[config.mk]
export PLATFORM = sky130hd
export DESIGN_NAME = led_blinker_multi_flat
export DESIGN_NICKNAME = d
export VERILOG_FILES = /design/src/rtl/led_blinker_pkg.sv /design/src/rtl/led_blinker_multi_if.sv /design/src/rtl/led_blinker_multi_debounce.sv /design/src/rtl/led_blinker_multi.sv /design/src/flat_wrapper.sv
export SDC_FILE = /design/constraint.sdc
export NUM_CORES = 1
export LEC_CHECK = 0
export CAP_MARGIN = 40
export CORE_MARGIN = 2
export CORE_UTILIZATION = 36
export DETAILED_ROUTE_END_ITERATION = 8
export PLACE_DENSITY = 0.51
export SLEW_MARGIN = 10
export SYNTH_ARGS = -nofsm -noshare
export SYNTH_HDL_FRONTEND = slang
export SYNTH_SLANG_ARGS = --single-unit
[constraint.sdc]
create_clock -name clk -period 2 [get_ports clk]
set_input_delay 0.3 -clock clk [delete_from_list [all_inputs] [get_ports clk]]
set_output_delay 0.3 -clock clk [all_outputs]
set_load 0.05 [all_outputs]
[src/rtl/led_blinker_pkg.sv]
// Shared mode encoding and mode sequencing for the multi-LED blinker.
// BREATHE_MODE_EN selects whether BREATHE takes part in the mode sequence.
package led_blinker_pkg;

  typedef logic [1:0] mode_t;

  localparam mode_t MODE_BLINK   = 2'd0;
  localparam mode_t MODE_CHASE   = 2'd1;
  localparam mode_t MODE_BREATHE = 2'd2;
  localparam mode_t MODE_ALL_ON  = 2'd3;

  function automatic mode_t next_mode(input mode_t m);
    mode_t n;
    n = m + 2'd1;
`ifndef BREATHE_MODE_EN
    // BREATHE is skipped: CHASE goes directly to ALL_ON
    if (m == MODE_CHASE) n = MODE_ALL_ON;
`endif
    return n;
  endfunction

endpackage

[src/rtl/led_blinker_multi_if.sv]
// Board-facing signal bundle of the blinker: raw button in, LEDs and status out.
interface led_blinker_multi_if #(
  parameter int NUM_LEDS = 4
);
  logic                button;
  logic [NUM_LEDS-1:0] leds;
  logic                button_led;
  logic [1:0]          mode;

  modport master (output button, input  leds, button_led, mode);
  modport slave  (input  button, output leds, button_led, mode);
endinterface

[src/rtl/led_blinker_multi_debounce.sv]
// Push-button conditioner: two-flop synchronizer, stability counter, level
// register, and a one-cycle pulse on each accepted rising level.
module button_debounce #(
  parameter int unsigned DEBOUNCE_CYCLES = 1000000
) (
  input  logic clk,
  input  logic rst_n,
  input  logic raw_i,
  output logic level_o,
  output logic rise_o
);
  localparam int CW = $clog2(DEBOUNCE_CYCLES + 1);

  logic          sync1_q, sync1_d, sync2_q, sync2_d;
  logic          level_q, level_d, rise_q, rise_d;
  logic [CW-1:0] cnt_q, cnt_d;

  always_comb begin
    sync1_d = raw_i;
    sync2_d = sync1_q;
    level_d = level_q;
    rise_d  = 1'b0;
    cnt_d   = '0;
    // any sample agreeing with the current level restarts the count
    if (sync2_q != level_q) begin
      if (cnt_q == CW'(DEBOUNCE_CYCLES - 1)) begin
        level_d = ~level_q;
        rise_d  = ~level_q;
      end else begin
        cnt_d = cnt_q + 1'b1;
      end
    end
  end

  always_ff @(posedge clk or negedge rst_n) begin
    if (!rst_n) begin
      sync1_q <= 1'b0;
      sync2_q <= 1'b0;
      level_q <= 1'b0;
      rise_q  <= 1'b0;
      cnt_q   <= '0;
    end else begin
      sync1_q <= sync1_d;
      sync2_q <= sync2_d;
      level_q <= level_d;
      rise_q  <= rise_d;
      cnt_q   <= cnt_d;
    end
  end

  assign level_o = level_q;
  assign rise_o  = rise_q;

endmodule

[src/rtl/led_blinker_multi.sv]
// Multi-channel LED pattern generator driven by one free-running counter.
// Define BREATHE_MODE_EN to build the PWM BREATHE mode into the sequence.
module led_blinker_multi
  import led_blinker_pkg::*;
#(
  parameter int          NUM_LEDS        = 4,
  parameter int          CNT_WIDTH       = 27,
  parameter int unsigned DEBOUNCE_CYCLES = 1000000,
  parameter int          PWM_BITS        = 8
) (
  input logic               clk,
  input logic               rst_n,
  led_blinker_multi_if.slave io
);
  localparam int POS_W = (NUM_LEDS > 1) ? $clog2(NUM_LEDS) : 1;

  logic [CNT_WIDTH-1:0] cnt_q, cnt_d;
  mode_t                mode_q, mode_d;
  logic [POS_W-1:0]     pos_q, pos_d;
  logic [NUM_LEDS-1:0]  leds_q, leds_d;
  logic                 btn_level, btn_rise, tick;
  logic                 pwm_on;

  button_debounce #(.DEBOUNCE_CYCLES(DEBOUNCE_CYCLES)) u_dbnc (
    .clk     (clk),
    .rst_n   (rst_n),
    .raw_i   (io.button),
    .level_o (btn_level),
    .rise_o  (btn_rise)
  );

`ifdef BREATHE_MODE_EN
  logic [PWM_BITS-1:0] ramp, duty;

  if (CNT_WIDTH < 2*PWM_BITS + 1) begin : g_cfg_chk
    $error("led_blinker_multi: CNT_WIDTH must be >= 2*PWM_BITS+1");
  end

  // triangle duty: ramp up in the lower half period, down in the upper half
  assign ramp   = cnt_q[CNT_WIDTH-2 -: PWM_BITS];
  assign duty   = cnt_q[CNT_WIDTH-1] ? ~ramp : ramp;
  assign pwm_on = (cnt_q[PWM_BITS-1:0] < duty);
`else
  assign pwm_on = 1'b0;
`endif

  always_comb begin
    cnt_d  = cnt_q + 1'b1;
    tick   = &cnt_q[CNT_WIDTH-2:0];
    mode_d = btn_rise ? next_mode(mode_q) : mode_q;
    pos_d  = pos_q;
    if (btn_rise)
      pos_d = '0;
    else if (tick)
      pos_d = (pos_q == POS_W'(NUM_LEDS - 1)) ? '0 : pos_q + 1'b1;

    leds_d = '0;
    case (mode_q)
      MODE_BLINK: begin
        for (int i = 0; i < NUM_LEDS; i++) leds_d[i] = cnt_q[CNT_WIDTH-1-i];
      end
      MODE_CHASE:   leds_d[pos_q] = 1'b1;
      MODE_BREATHE: leds_d = {NUM_LEDS{pwm_on}};
      MODE_ALL_ON:  leds_d = '1;
      default:      leds_d = '0;
    endcase
  end

  always_ff @(posedge clk or negedge rst_n) begin
    if (!rst_n) begin
      cnt_q  <= '0;
      mode_q <= MODE_BLINK;
      pos_q  <= '0;
      leds_q <= '0;
    end else begin
      cnt_q  <= cnt_d;
      mode_q <= mode_d;
      pos_q  <= pos_d;
      leds_q <= leds_d;
    end
  end

  assign io.leds       = leds_q;
  assign io.button_led = btn_level;
  assign io.mode       = mode_q;

endmodule

[src/flat_wrapper.sv]
// flat-port wrapper written by rule: the top's interface ports become plain ports
module led_blinker_multi_flat import led_blinker_pkg::*;
#(
  parameter int          NUM_LEDS        = 4,
  parameter int          CNT_WIDTH       = 27,
  parameter int unsigned DEBOUNCE_CYCLES = 1000000,
  parameter int          PWM_BITS        = 8
)
  (clk, rst_n, io_button, io_leds, io_button_led, io_mode);
  led_blinker_multi_if #(.NUM_LEDS(NUM_LEDS)) io_i ();
  input logic clk;
  input logic rst_n;
  input wire logic [$bits(io_i.button)-1:0] io_button;
  output wire logic [$bits(io_i.leds)-1:0] io_leds;
  output wire logic [$bits(io_i.button_led)-1:0] io_button_led;
  output wire logic [$bits(io_i.mode)-1:0] io_mode;
  assign io_i.button = io_button;
  assign io_leds = io_i.leds;
  assign io_button_led = io_i.button_led;
  assign io_mode = io_i.mode;
  led_blinker_multi #(.NUM_LEDS(NUM_LEDS), .CNT_WIDTH(CNT_WIDTH), .DEBOUNCE_CYCLES(DEBOUNCE_CYCLES), .PWM_BITS(PWM_BITS)) u_core (.clk(clk), .rst_n(rst_n), .io(io_i));
endmodule
---- Word level (Yosys, flattened, before mapping) ----
Index checks and enable logic that the tools add are counted.
storage, ports and cells
  flip-flop bits (word level) ............. 59
  latch bits .............................. 0
  memory bits (writable) .................. 0
  ROM bits ................................ 0
  bits of input ports ..................... 3
  logic and storage cells ................. 38
  memories kept ........................... 0
operators by class
  add/sub/neg operators ................... 4
  multiply operators ...................... 0
  div/mod/pow operators ................... 0
  order comparisons ....................... 2
  equal/unequal tests ..................... 6
  shift operators ......................... 0
  multiplexer cells ....................... 11
  bitwise operators ....................... 1
  reduce and logical (&&, ||, !) cells .... 5
operators with widths
  cell                     count
  $mux W20                 2
  $add A27 B1 Y27 const B  1
  $reduce_and A26 Y1       1
  $add A20 B1 Y20 const B  1
  $eq A20 B20 Y1 const B   1
  $pmux W4 S4              1
  $mux W2                  4
  $eq A2 B2 Y1 const B     3
  $add A2 B1 Y2 const B    2
  $lt A2 B3 Y1 const B     1
  $mux W1                  3
  $demux W1 S2             1
  $eq A2 B1 Y1 const B     1
  $ge A2 B1 Y1 const B     1
  $logic_not A2 Y1         1
  $reduce_and A2 Y1        1
  $reduce_bool A2 Y1       1
  $logic_and A1 B1 Y1      1
  $ne A1 B1 Y1             1
  $not A1 Y1               1

---- Longest topological paths before layout ----
Gate-level depths: netlist of the first run.
  depth after elaboration ................. 5
  mapped depth ............................ 6
  gate-level depth less buffers ........... 5

---- Modules after synthesis ----
A second synthesis of the first run with hierarchy kept.
unflattened totals
  cells, all modules ...................... 251
  area total of the unflattened synthesis .. 2,821.5 µm²
modules (own cells, without submodules)
  module             times used  cells an instance  area an instance (µm²)
  led_blinker_multi  1           144                1,636.6
  button_debounce    1           107                1,184.9

---- Worst setup path before layout of the first run ----
OpenSTA, ideal clock, no wires.
  path type ............................... register to register
  start ................................... register u_core.u_dbnc.cnt_q[0]
  end ..................................... register u_core.u_dbnc.level_q (netlist: u_core.u_dbnc.level_o)
  library setup time ...................... 125 ps
  data arrival time ....................... 1,610 ps
  data required time ...................... 1,875 ps
  setup slack ............................. 265 ps
  stages on the path, launching flop included .. 6
  buffers on the path ..................... 0
  cells stage by stage .................... dfrtp_1 ha_1 and2_4 nand2_4 or4_4 mux2_4
on the way
  word-level cells in the longest chain between the ends .. 2
RTL lines
  item                         RTL line                          source
  start: declaration           led_blinker_multi_debounce.sv:16  logic [CW-1:0] cnt_q, cnt_d;
  start signal: assignment     led_blinker_multi_debounce.sv:47  cnt_q <= cnt_d;
  $eq A20 B20 Y1               led_blinker_multi_debounce.sv:26  if (cnt_q == CW'(DEBOUNCE_CYCLES - 1)) begin
  $reduce_and A2 Y1 (no line)  --
  end signal: assignment       led_blinker_multi_debounce.sv:45  level_q <= level_d;
  end: declaration             led_blinker_multi_debounce.sv:15  logic level_q, level_d, rise_q, rise_d;
No other way between the ends.
A chain may end at the register's enable or synchronous reset.

---- Final worst setup path of the first run ----
  start ................................... register u_core.mode_q[0] (netlist: u_core.io.mode[0])
  end ..................................... output io_mode[0]
RTL lines
  item                      RTL line                 source
  start: declaration        led_blinker_multi.sv:18  mode_t mode_q, mode_d;
  start signal: assignment  led_blinker_multi.sv:77  mode_q <= mode_d;
  end: declaration          flat_wrapper.sv:16       output wire logic [$bits(io_i.mode)-1:0] io_mode;
No word-level cell between the ends.

==> results.md, run 1 <==
- Die ar.: 8380 µm²
- GRT Total Usage: 13.5%
- TritonCTS Buffers: 9
- VDD IR max: 0.367 mV
- R2R Path End: u_core.u_dbnc.level_o
- Worst setup endpoint: io_mode[0]
- Crit. Startpoint: u_core.io.mode[0]
- Core Area: 7330 µm²
- Fin crit period: 1900 ps
- Top_reg_cell synth: dfrtp_1
- Synth cell types: 37
- Largest family of logic cells by synthesized area: simple AND/OR/NAND/NOR gates
- Largest net degree at the start of global routing: 60
- Die width: 91.5 µm
- Post-synth EDFFs: 0
- Clk_lat worst skew: 330 ps
- First-iteration detailed-routing DRC count: 72
- Post-CTS sizing: 0
- Post-Synth Simple-Gate Area: 20.9%
- Layout Nets: 288
- DP Worst Slack: 173 ps
- Post-Synth Adder-Cell Area: 4.54%
- MaxCap Viol Count: 0
- TritonCTS clock tree: done
- Final HPWL DP: 3.21 mm
- Critical path class: flip-flop to primary output
- First-pass DRT Iterations: 4
- # setup viols final: 0
- Slew @ Worst Pin: 500 ps
- Routed WL per cell: 12.6 µm
- Synth warn: 0
- Post-CTS setup buffer count: 0
- R2R depth: 5
- Xor and xnor area share after synthesis: 11.4%
- Leading cell types in the layout, fill and taps excluded: 59 x dfrtp_1, 22 x nand3_1, 22 x xnor2_1
- Netlist Area Pre-Place: 2760 µm²
- Ys async rst share: 100%
- Leak: 1.43 nW
- Hold Path Class: flip-flop to flip-flop
- Final Max Tran Viols: 0
- DP Area: 3010 µm²
- CP cell instances: clkdlybuf4s50_1
- Post-Syn Instances: 250
- Setup crit end kind: primary output
- Die H: 91.5 µm
- Sequential share of the synthesized area: 53.5%
- Pwr Density: 696 nW/µm²
- Drc violations: 0
- R2R Setup Slk: 180 ps
- Initial antenna violation count: 0
- Commonest non-fill, non-tap cell in the layout: dfrtp_1
- Boundary pin count: 10
- Fmax achieved: 0.528 GHz
- Clock-pin slew on the worst setup and hold paths: 60 ps
- Outcome: finished clean
- CTS H-Tree Depth: 3
- Final antenna-violating net count: 0
- Ant diodes: 0
- CP Launch Type: flip-flop
- Worst Path Arrival: 1600 ps
- Fin cells: 378
- Fill count: 709
- Vias per std cell: 4.86
- Crit-path max FO: 5
- CP max stage delay: 840 ps
- Post-synthesis compound-gate area fraction: 5.90%
- WP data required: 1700 ps
- Final core utilization: 43.7%
- Final worst clock skew: 3.60 ps
- GRT Residual Overflow: 0
- RSZ-0062 raised after global routing: false
- Stages on the worst setup path: 1
- P&R area growth vs syn: 16.1%
- Rows: 31
- Initial core utilization: 37.6%
- Via Count: 1838
- Share of cells above drive strength 1: 11.1%
- Post-Layout Inst Area: 3200 µm²
- Buf/Inv on CP: 1
- Net Count, Synth: 263
- # hold bufs at CTS: 1
- Root Buffer: clkbuf_8
- Port Buf Inserts: 9
- Tcrit/Tclk final: 94.8%
- Clock sinks: 59
- Vias in the first global route: 1924
- #FFs+latches synth: 59
- First-pass GRT wire length: 8.83 mm
- Placed insts: 362
- Share of synthesized area spent on multiplexers: 1.68%
- Hold slack: 349 ps
- Syn_area_per_cell: 11.0 µm²
- Clock buffer depth: 2
- WL final: 4.78 mm
- Delay-heaviest family, CP: buffers and inverters
- GP Congestion: 0.726
- Area of the multi-input gates: 1220 µm²
- Register area: 1480 µm²
- R2R Path Start: u_core.u_dbnc.cnt_q[0]
- Fin. Hold Viols: 0
- PnR worst setup slack: 105 ps
- Worst path slowest cell: clkdlybuf4s50_1
- Worst slew margin: 66.6%
- Setup tns final: 0 ps
- Design Power: 2.23 mW
[power breakdown]
group	leakage, nW	switching (mW)	total, mW	internal [mW]
Sequential	0.803	0.00601	1.21	1.20
Combinational	0.529	0.0350	0.0527	0.0177
Clock	0.0953	0.429	0.970	0.540
Total	1.43	0.470	2.23	1.76
[how the worst min path moves through the flow]
stage	startpoint	slack [ps]	cells past startpoint	to
after floorplan	rst_n	4	0	u_core.cnt_q[0]
after global placement	rst_n	330	2	u_core.u_dbnc.cnt_q[17]
after detailed placement	rst_n	330	2	u_core.u_dbnc.cnt_q[16]
after CTS	u_core.u_dbnc.sync1_q	350	0	u_core.u_dbnc.sync2_q
after global routing	u_core.u_dbnc.sync1_q	380	0	u_core.u_dbnc.sync2_q
final	u_core.u_dbnc.sync1_q	350	0	u_core.u_dbnc.sync2_q
[registers in the layout, indices dropped and copies added, names as in the netlist]
signal / count
u_core.pos_q: 2
u_core.u_dbnc.sync1_q: 1
u_core.io.mode: 2
u_core.io.leds: 4
u_core.cnt_q: 27
u_core.u_dbnc.level_o: 1
u_core.u_dbnc.rise_o: 1
u_core.u_dbnc.cnt_q: 20
u_core.u_dbnc.sync2_q: 1
[cell families (layout without fill, tap and decap cells)]
group | Yosys count | count (layout)
AND/OR/NAND/NOR | 103 | 103
multiplexers | 4 | 4
buffers and inverters | 12 | 41
adder cells (fa/ha/maj) | 10 | 10
flip-flops | 59 | 59
XOR/XNOR | 36 | 36
AO/OA/AOI/OAI | 26 | 26
[Yosys cell counts, drive strengths merged, types with 3 or more instances]
master | n | area (µm²)
nand4 | 12 | 81.3
xor2 | 14 | 123
nor4 | 3 | 18.8
or4 | 5 | 41.3
nor3 | 4 | 25.0
o31ai | 4 | 30.0
or3 | 4 | 25.0
buf | 3 | 23.8
inv | 8 | 30.0
dfrtp | 59 | 1480
nor2 | 16 | 62.6
nand2 | 17 | 71.3
a21oi | 12 | 60.1
and4 | 3 | 26.3
and2 | 3 | 21.3
o21ai | 9 | 45.0
nand3 | 22 | 110
and3 | 9 | 56.3
ha | 10 | 125
xnor2 | 22 | 193
[layout make-up]
type                       count  share of cell area (%)
sequential                    59                    46.1
multi-input combinational    179                    38.3
clock buffer                  13                    5.28
timing repair buffer          18                    5.24
tap                           99                    3.87
inverter                       8                   0.938
clock inverter                 2                   0.313
[layer usage]
layer / global-route usage (%) / up-vias / wire [µm]
li1: - / 924 / -
met1: 17.2 / 893 / 2370
met2: 20.6 / 15 / 2220
met3: 5.48 / 6 / 142
met4: 4.55 / 0 / 55
met5: 0 / - / 0
(Power assumes the default switching activity.)
==> run 2, diff against run 1 <==
--- a/config.mk
+++ b/config.mk
@@ -10,6 +10,7 @@
 export CORE_UTILIZATION = 36
 export DETAILED_ROUTE_END_ITERATION = 8
 export PLACE_DENSITY = 0.51
+export RECOVER_POWER = 50
 export SLEW_MARGIN = 10
 export SYNTH_ARGS = -nofsm -noshare
 export SYNTH_HDL_FRONTEND = slang
==> run 2 against run 1 <==
  * Sequential power is essentially flat
  * Hold slack is essentially flat
  * Cell count is the same
  * Global-route usage is the same
  * Via count shrank 0.16%
  * Worst setup slack lost 1.3 ps
  * Critical path type unchanged
  * Clock power is essentially flat
  * Routed wire length grew 0.10%
  * Flip-flop and latch count is the same
  * Clock-buffer cell count is the same
  * Critical path depth is the same
  * First-iteration DRC count is the same
==> results.md, run 2 (synthesis results as in run 1) <==
- Outcome: finished clean
- Leak: 1.42 nW (-0.32%)
- Final HPWL DP: 3.21 mm (unchanged)
- Crit. Startpoint: u_core.io.mode[0]
- Worst slew margin: 47.3% (-19 points)
- Routed WL per cell: 12.7 µm (+0.10%)
- Port Buf Inserts: 9 (unchanged)
- Fill count: 711 (+0.28%)
- RSZ-0062 raised after global routing: false
- GRT Residual Overflow: 0 (unchanged)
- First-iteration detailed-routing DRC count: 72 (unchanged)
- Die H: 91.5 µm (unchanged)
- Delay-heaviest family, CP: buffers and inverters
- CTS H-Tree Depth: 3 (unchanged)
- GP Congestion: 0.726 (unchanged)
- CP cell instances: clkdlybuf4s50_1
- DP Area: 3010 µm² (unchanged)
- R2R Path End: u_core.u_dbnc.level_o
- WP data required: 1700 ps (about the same)
- Fin crit period: 1900 ps (+1.29 ps)
- Core Area: 7330 µm² (unchanged)
- Final Max Tran Viols: 0 (unchanged)
- Layout Nets: 288 (unchanged)
- WL final: 4.79 mm (+0.10%)
- Commonest non-fill, non-tap cell in the layout: dfrtp_1
- Critical path class: flip-flop to primary output
- Initial core utilization: 37.6% (unchanged)
- Boundary pin count: 10 (unchanged)
- Slew @ Worst Pin: 790 ps (+290 ps)
- Clock sinks: 59 (unchanged)
- Vias in the first global route: 1924 (unchanged)
- R2R Path Start: u_core.u_dbnc.cnt_q[0]
- Initial antenna violation count: 0 (unchanged)
- Top reg by flops: u_core.cnt_q
- R2R depth: 5 (unchanged)
- Clock buffer depth: 2 (unchanged)
- Ant diodes: 0 (unchanged)
- Clk_lat worst skew: 330 ps (about the same)
- GRT Total Usage: 13.5% (unchanged)
- CP max stage delay: 840 ps (about the same)
- R2R Setup Slk: 180 ps (about the same)
- Post-CTS setup buffer count: 0 (unchanged)
- Crit-path max FO: 5 (unchanged)
- Buf/Inv on CP: 1 (unchanged)
- Tcrit/Tclk final: 94.8% (about the same)
- Worst path slowest cell: clkdlybuf4s50_1
- # setup viols final: 0 (unchanged)
- Stages on the worst setup path: 1 (unchanged)
- Largest net degree at the start of global routing: 60 (unchanged)
- Fin. Hold Viols: 0 (unchanged)
- CP Launch Type: flip-flop
- Hold Path Class: flip-flop to flip-flop
- VDD IR max: 0.367 mV (about the same)
- Drc violations: 0 (unchanged)
- Die width: 91.5 µm (unchanged)
- Vias per std cell: 4.85 (-0.16%)
- Die ar.: 8380 µm² (unchanged)
- Pwr Density: 698 nW/µm² (+0.27%)
- First-pass DRT Iterations: 4 (unchanged)
- Clock-pin slew on the worst setup and hold paths: 60 ps (about the same)
- Post-Layout Inst Area: 3190 µm² (-0.39%)
- TritonCTS clock tree: done
- MaxCap Viol Count: 0 (unchanged)
- First-pass GRT wire length: 8.83 mm (unchanged)
- Share of cells above drive strength 1: 11.1% (unchanged)
- Final antenna-violating net count: 0 (unchanged)
- Rows: 31 (unchanged)
- Via Count: 1835 (-0.16%)
- Fmax achieved: 0.527 GHz (about the same)
- Hold slack: 349 ps (+0.00100 ps)
- Final worst clock skew: 3.52 ps (-0.0809 ps)
- P&R area growth vs syn: 15.6%
- Worst setup endpoint: io_mode[0]
- Worst Path Arrival: 1600 ps (about the same)
- Leading cell types in the layout, fill and taps excluded: 59 x dfrtp_1, 22 x nand3_1, 22 x xnor2_1
- TritonCTS Buffers: 9 (unchanged)
- Max reg flops: 27 (unchanged)
- Setup tns final: 0 ps (unchanged)
- Setup crit end kind: primary output
- Root Buffer: clkbuf_8
-- run 2: cell types whose count changed in the layout (fill, tap and decap cells not counted), sizes merged --
cell,before,now
dlygate4sd3,1,2
buf,9,8
clkdlybuf4s50,8,7
clkbuf,13,14
-- run 2: timing repair --
action	in CTS	in global routing
gates resized for setup	0	0
endpoints found under the hold margin	59	0
hold buffers	1	0
-- run 2: final cells by class --
class / instances / area, µm² / share of cell area, %
well taps: 99 / 124 / 3.88
repair buffers: 18 / 155 / 4.86
inverters: 8 / 30.0 / 0.942
multi-input cells: 179 / 1220 / 38.4
flip-flops and latches: 59 / 1480 / 46.3
clock inverters: 2 / 10.0 / 0.314
clock buffers: 13 / 169 / 5.30
-- run 2: worst min path at each step --
stage / slack, ps / endpoint / cells past startpoint / from
global route: 380 / u_core.u_dbnc.sync2_q / 0 / u_core.u_dbnc.sync1_q
CTS: 350 / u_core.u_dbnc.sync2_q / 0 / u_core.u_dbnc.sync1_q
finish: 350 / u_core.u_dbnc.sync2_q / 0 / u_core.u_dbnc.sync1_q
detailed placement: 330 / u_core.u_dbnc.cnt_q[16] / 2 / rst_n
floorplan: 4 / u_core.cnt_q[0] / 0 / rst_n
global placement: 330 / u_core.u_dbnc.cnt_q[17] / 2 / rst_n
-- run 2: per-layer routing --
| metal | GRT usage (%) | part of all wire [%] |
|---|---|---|
| met1 | 17.2 | 49 |
| met2 | 20.6 | 46 |
| met5 | 0 | 0 |
| met3 | 5.48 | 3.1 |
| met4 | 4.55 | 1.1 |
-- run 2: per-stage QoR --
step / std cells / utilization [%] / power [mW] / setup slack [ps]
after global placement: 362 / 41.1 / 1.28 / 220
after global routing: 378 / 43.5 / 2.33 / 54.2
after CTS: 378 / 43.7 / 2.28 / 81.3
after floorplan: 250 / - / 1.24 / 265
after detailed placement: 362 / 41.1 / 1.28 / 173
final: 378 / 43.5 / 2.23 / 103
-- run 2: where the power goes --
part	switching, mW	leakage, nW	internal, mW
Sequential	0.00601	0.803	1.20
Clock	0.431	0.0953	0.540
Combinational	0.0345	0.524	0.0143
Total	0.471	1.42	1.76
==> run 3, diff against run 2 <==
--- a/config.mk
+++ b/config.mk
@@ -6,10 +6,12 @@
 export NUM_CORES = 1
 export LEC_CHECK = 0
 export CAP_MARGIN = 40
+export CELL_PAD_IN_SITES_DETAIL_PLACEMENT = 1
+export CELL_PAD_IN_SITES_GLOBAL_PLACEMENT = 2
 export CORE_MARGIN = 2
 export CORE_UTILIZATION = 36
 export DETAILED_ROUTE_END_ITERATION = 8
-export PLACE_DENSITY = 0.51
+export PLACE_DENSITY = 0.7
 export RECOVER_POWER = 50
 export SLEW_MARGIN = 10
 export SYNTH_ARGS = -nofsm -noshare
==> run 3 against run 2 <==
  * Power increased by 16%
  * Clock power increased by 38%
  * Flip-flop and latch count unchanged
  * Fmax increased by 0.61%
==> results.md, run 3 (synthesis results as in run 1) <==
- GRT Residual Overflow: 0 (unchanged)
- Clock-pin slew on the worst setup and hold paths: 70 ps (about the same)
- Top reg by flops: u_core.cnt_q
- Leading cell types in the layout, fill and taps excluded: 59 x dfrtp_1, 22 x nand3_1, 22 x xnor2_1
- Vias in the first global route: 2037 (+5.9%)
- Pwr Density: 797 nW/µm² (+14%)
- Setup crit end kind: primary output
- Rows: 31 (unchanged)
- Leak: 1.45 nW (+1.9%)
- Worst Path Arrival: 1590 ps (about the same)
- Buf/Inv on CP: 1 (unchanged)
- GRT Total Usage: 14.7% (+1.2 points)
- Final antenna-violating net count: 0 (unchanged)
- Root Buffer: clkbuf_8
- TritonCTS clock tree: done
- Share of cells above drive strength 1: 11.4% (+0.32 points)
- Largest net degree at the start of global routing: 60 (unchanged)
- Clock buffer depth: 2 (unchanged)
- Routed WL per cell: 14.0 µm (+10%)
- Ant diodes: 0 (unchanged)
- First-iteration detailed-routing DRC count: 82 (+14%)
- Initial antenna violation count: 0 (unchanged)
- PnR worst setup slack: 115 ps (+11.6 ps)
- Tcrit/Tclk final: 94.3% (-0.58 points)
- Design Power: 2.59 mW (+16%)
- Worst slew margin: 12.5% (-35 points)
- Clk_lat worst skew: 330 ps (about the same)
- GP Congestion: 0.756 (+4.0%)
- Max reg flops: 27 (unchanged)
- Commonest non-fill, non-tap cell in the layout: dfrtp_1
- Delay-heaviest family, CP: buffers and inverters
- VDD IR max: 0.375 mV (+2.1%)
- WP data required: 1700 ps (about the same)
- Post-CTS setup buffer count: 0 (unchanged)
- Initial core utilization: 37.6% (unchanged)
- Fin crit period: 1890 ps (-11.6 ps)
- Via Count: 1867 (+1.7%)
- Fill count: 818 (+15%)
- Layout Nets: 288 (unchanged)
- Crit-path max FO: 5 (unchanged)
- Fin. Hold Viols: 0 (unchanged)
- Critical path class: flip-flop to primary output
- CP cell instances: clkdlybuf4s50_1
- Hold Path Class: flip-flop to flip-flop
- TritonCTS Buffers: 9 (unchanged)
- Final worst clock skew: 9.84 ps (+6.32 ps)
- Die ar.: 8380 µm² (unchanged)
- CP Launch Type: flip-flop
- Worst path slowest cell: clkdlybuf4s50_1
- Port Buf Inserts: 9 (unchanged)
- CTS H-Tree Depth: 3 (unchanged)
- Vias per std cell: 4.93 (+1.5%)
- Outcome: finished clean
- Slew @ Worst Pin: 1310 ps (+522 ps)
- Final HPWL DP: 3.57 mm (+11%)
- First-pass DRT Iterations: 4 (unchanged)
- Setup tns final: 0 ps (unchanged)
- Clock sinks: 59 (unchanged)
- Die width: 91.5 µm (unchanged)
- CP max stage delay: 830 ps (about the same)
- Core Area: 7330 µm² (unchanged)
- Die H: 91.5 µm (unchanged)
- Fmax achieved: 0.530 GHz (+0.61%)
- MaxCap Viol Count: 0 (unchanged)
- Final Max Tran Viols: 0 (unchanged)
- P&R area growth vs syn: 17.8%
- Drc violations: 0 (unchanged)
- RSZ-0062 raised after global routing: false
- WL final: 5.30 mm (+11%)
- DP Worst Slack: 153 ps (-19.4 ps)
- # setup viols final: 0 (unchanged)
- First-pass GRT wire length: 9.80 mm (+11%)
- Boundary pin count: 10 (unchanged)
run 3: worst paths after layout:
check	startpoint	slack, ps	cells past startpoint	endpoint
worst max-delay path	u_core.io.mode[0]	110	1	io_mode[0]
worst min-delay path	u_core.u_dbnc.sync1_q	350	0	u_core.u_dbnc.sync2_q
worst max register to register	u_core.u_dbnc.cnt_q[0]	140	5	u_core.u_dbnc.level_o
worst min register to register	u_core.u_dbnc.sync1_q	350	0	u_core.u_dbnc.sync2_q
max in group asynchronous	rst_n	320	3	u_core.cnt_q[25]
min in group asynchronous	rst_n	870	3	u_core.u_dbnc.cnt_q[19]
run 3: metal layers:
metal | global-route usage (%) | wire length, µm
met1 | 19.6 | 2700
met2 | 23.0 | 2430
met3 | 4.73 | 131
met4 | 3.79 | 38
met5 | 0 | 0
run 3: stage by stage:
stage               hold WS [ps]  area [µm²]  utilization [%]  std cells
floorplan                   4.41        2760                -        250
global placement             333        3010             41.1        362
detailed placement           335        3010             41.1        362
CTS                          360        3260             44.5        379
global route                 368        3250             44.3        379
finish                       354        3250             44.3        379
run 3: repair_timing:
action / in CTS / in global routing
endpoints found under the hold margin: 59 / 0
hold buffers: 1 / 0
resized for setup: 0 / 0
run 3: cell type report:
type | count | area, µm² | area share (%)
Inverter | 8 | 30.0 | 0.924
Multi-Input combinational cell | 179 | 1220 | 37.7
Tap cell | 99 | 124 | 3.81
Timing Repair Buffer | 18 | 153 | 4.70
Sequential cell | 59 | 1480 | 45.4
Clock buffer | 11 | 141 | 4.35
Clock inverter | 5 | 100 | 3.08
run 3: report_power, final:
group	internal (mW)	switching [mW]	total (mW)
Clock	0.858	0.477	1.34
Sequential	1.20	0.00713	1.21
Combinational	0.0133	0.0349	0.0481
Total	2.07	0.519	2.59
run 3: worst reg2reg max path: cells and delay by family (launching register included):
kind,cells,cell delay (ps)
flip-flops,1,410
multiplexers,1,310
adder cells (fa/ha/maj),1,230
AND/OR/NAND/NOR,3,800
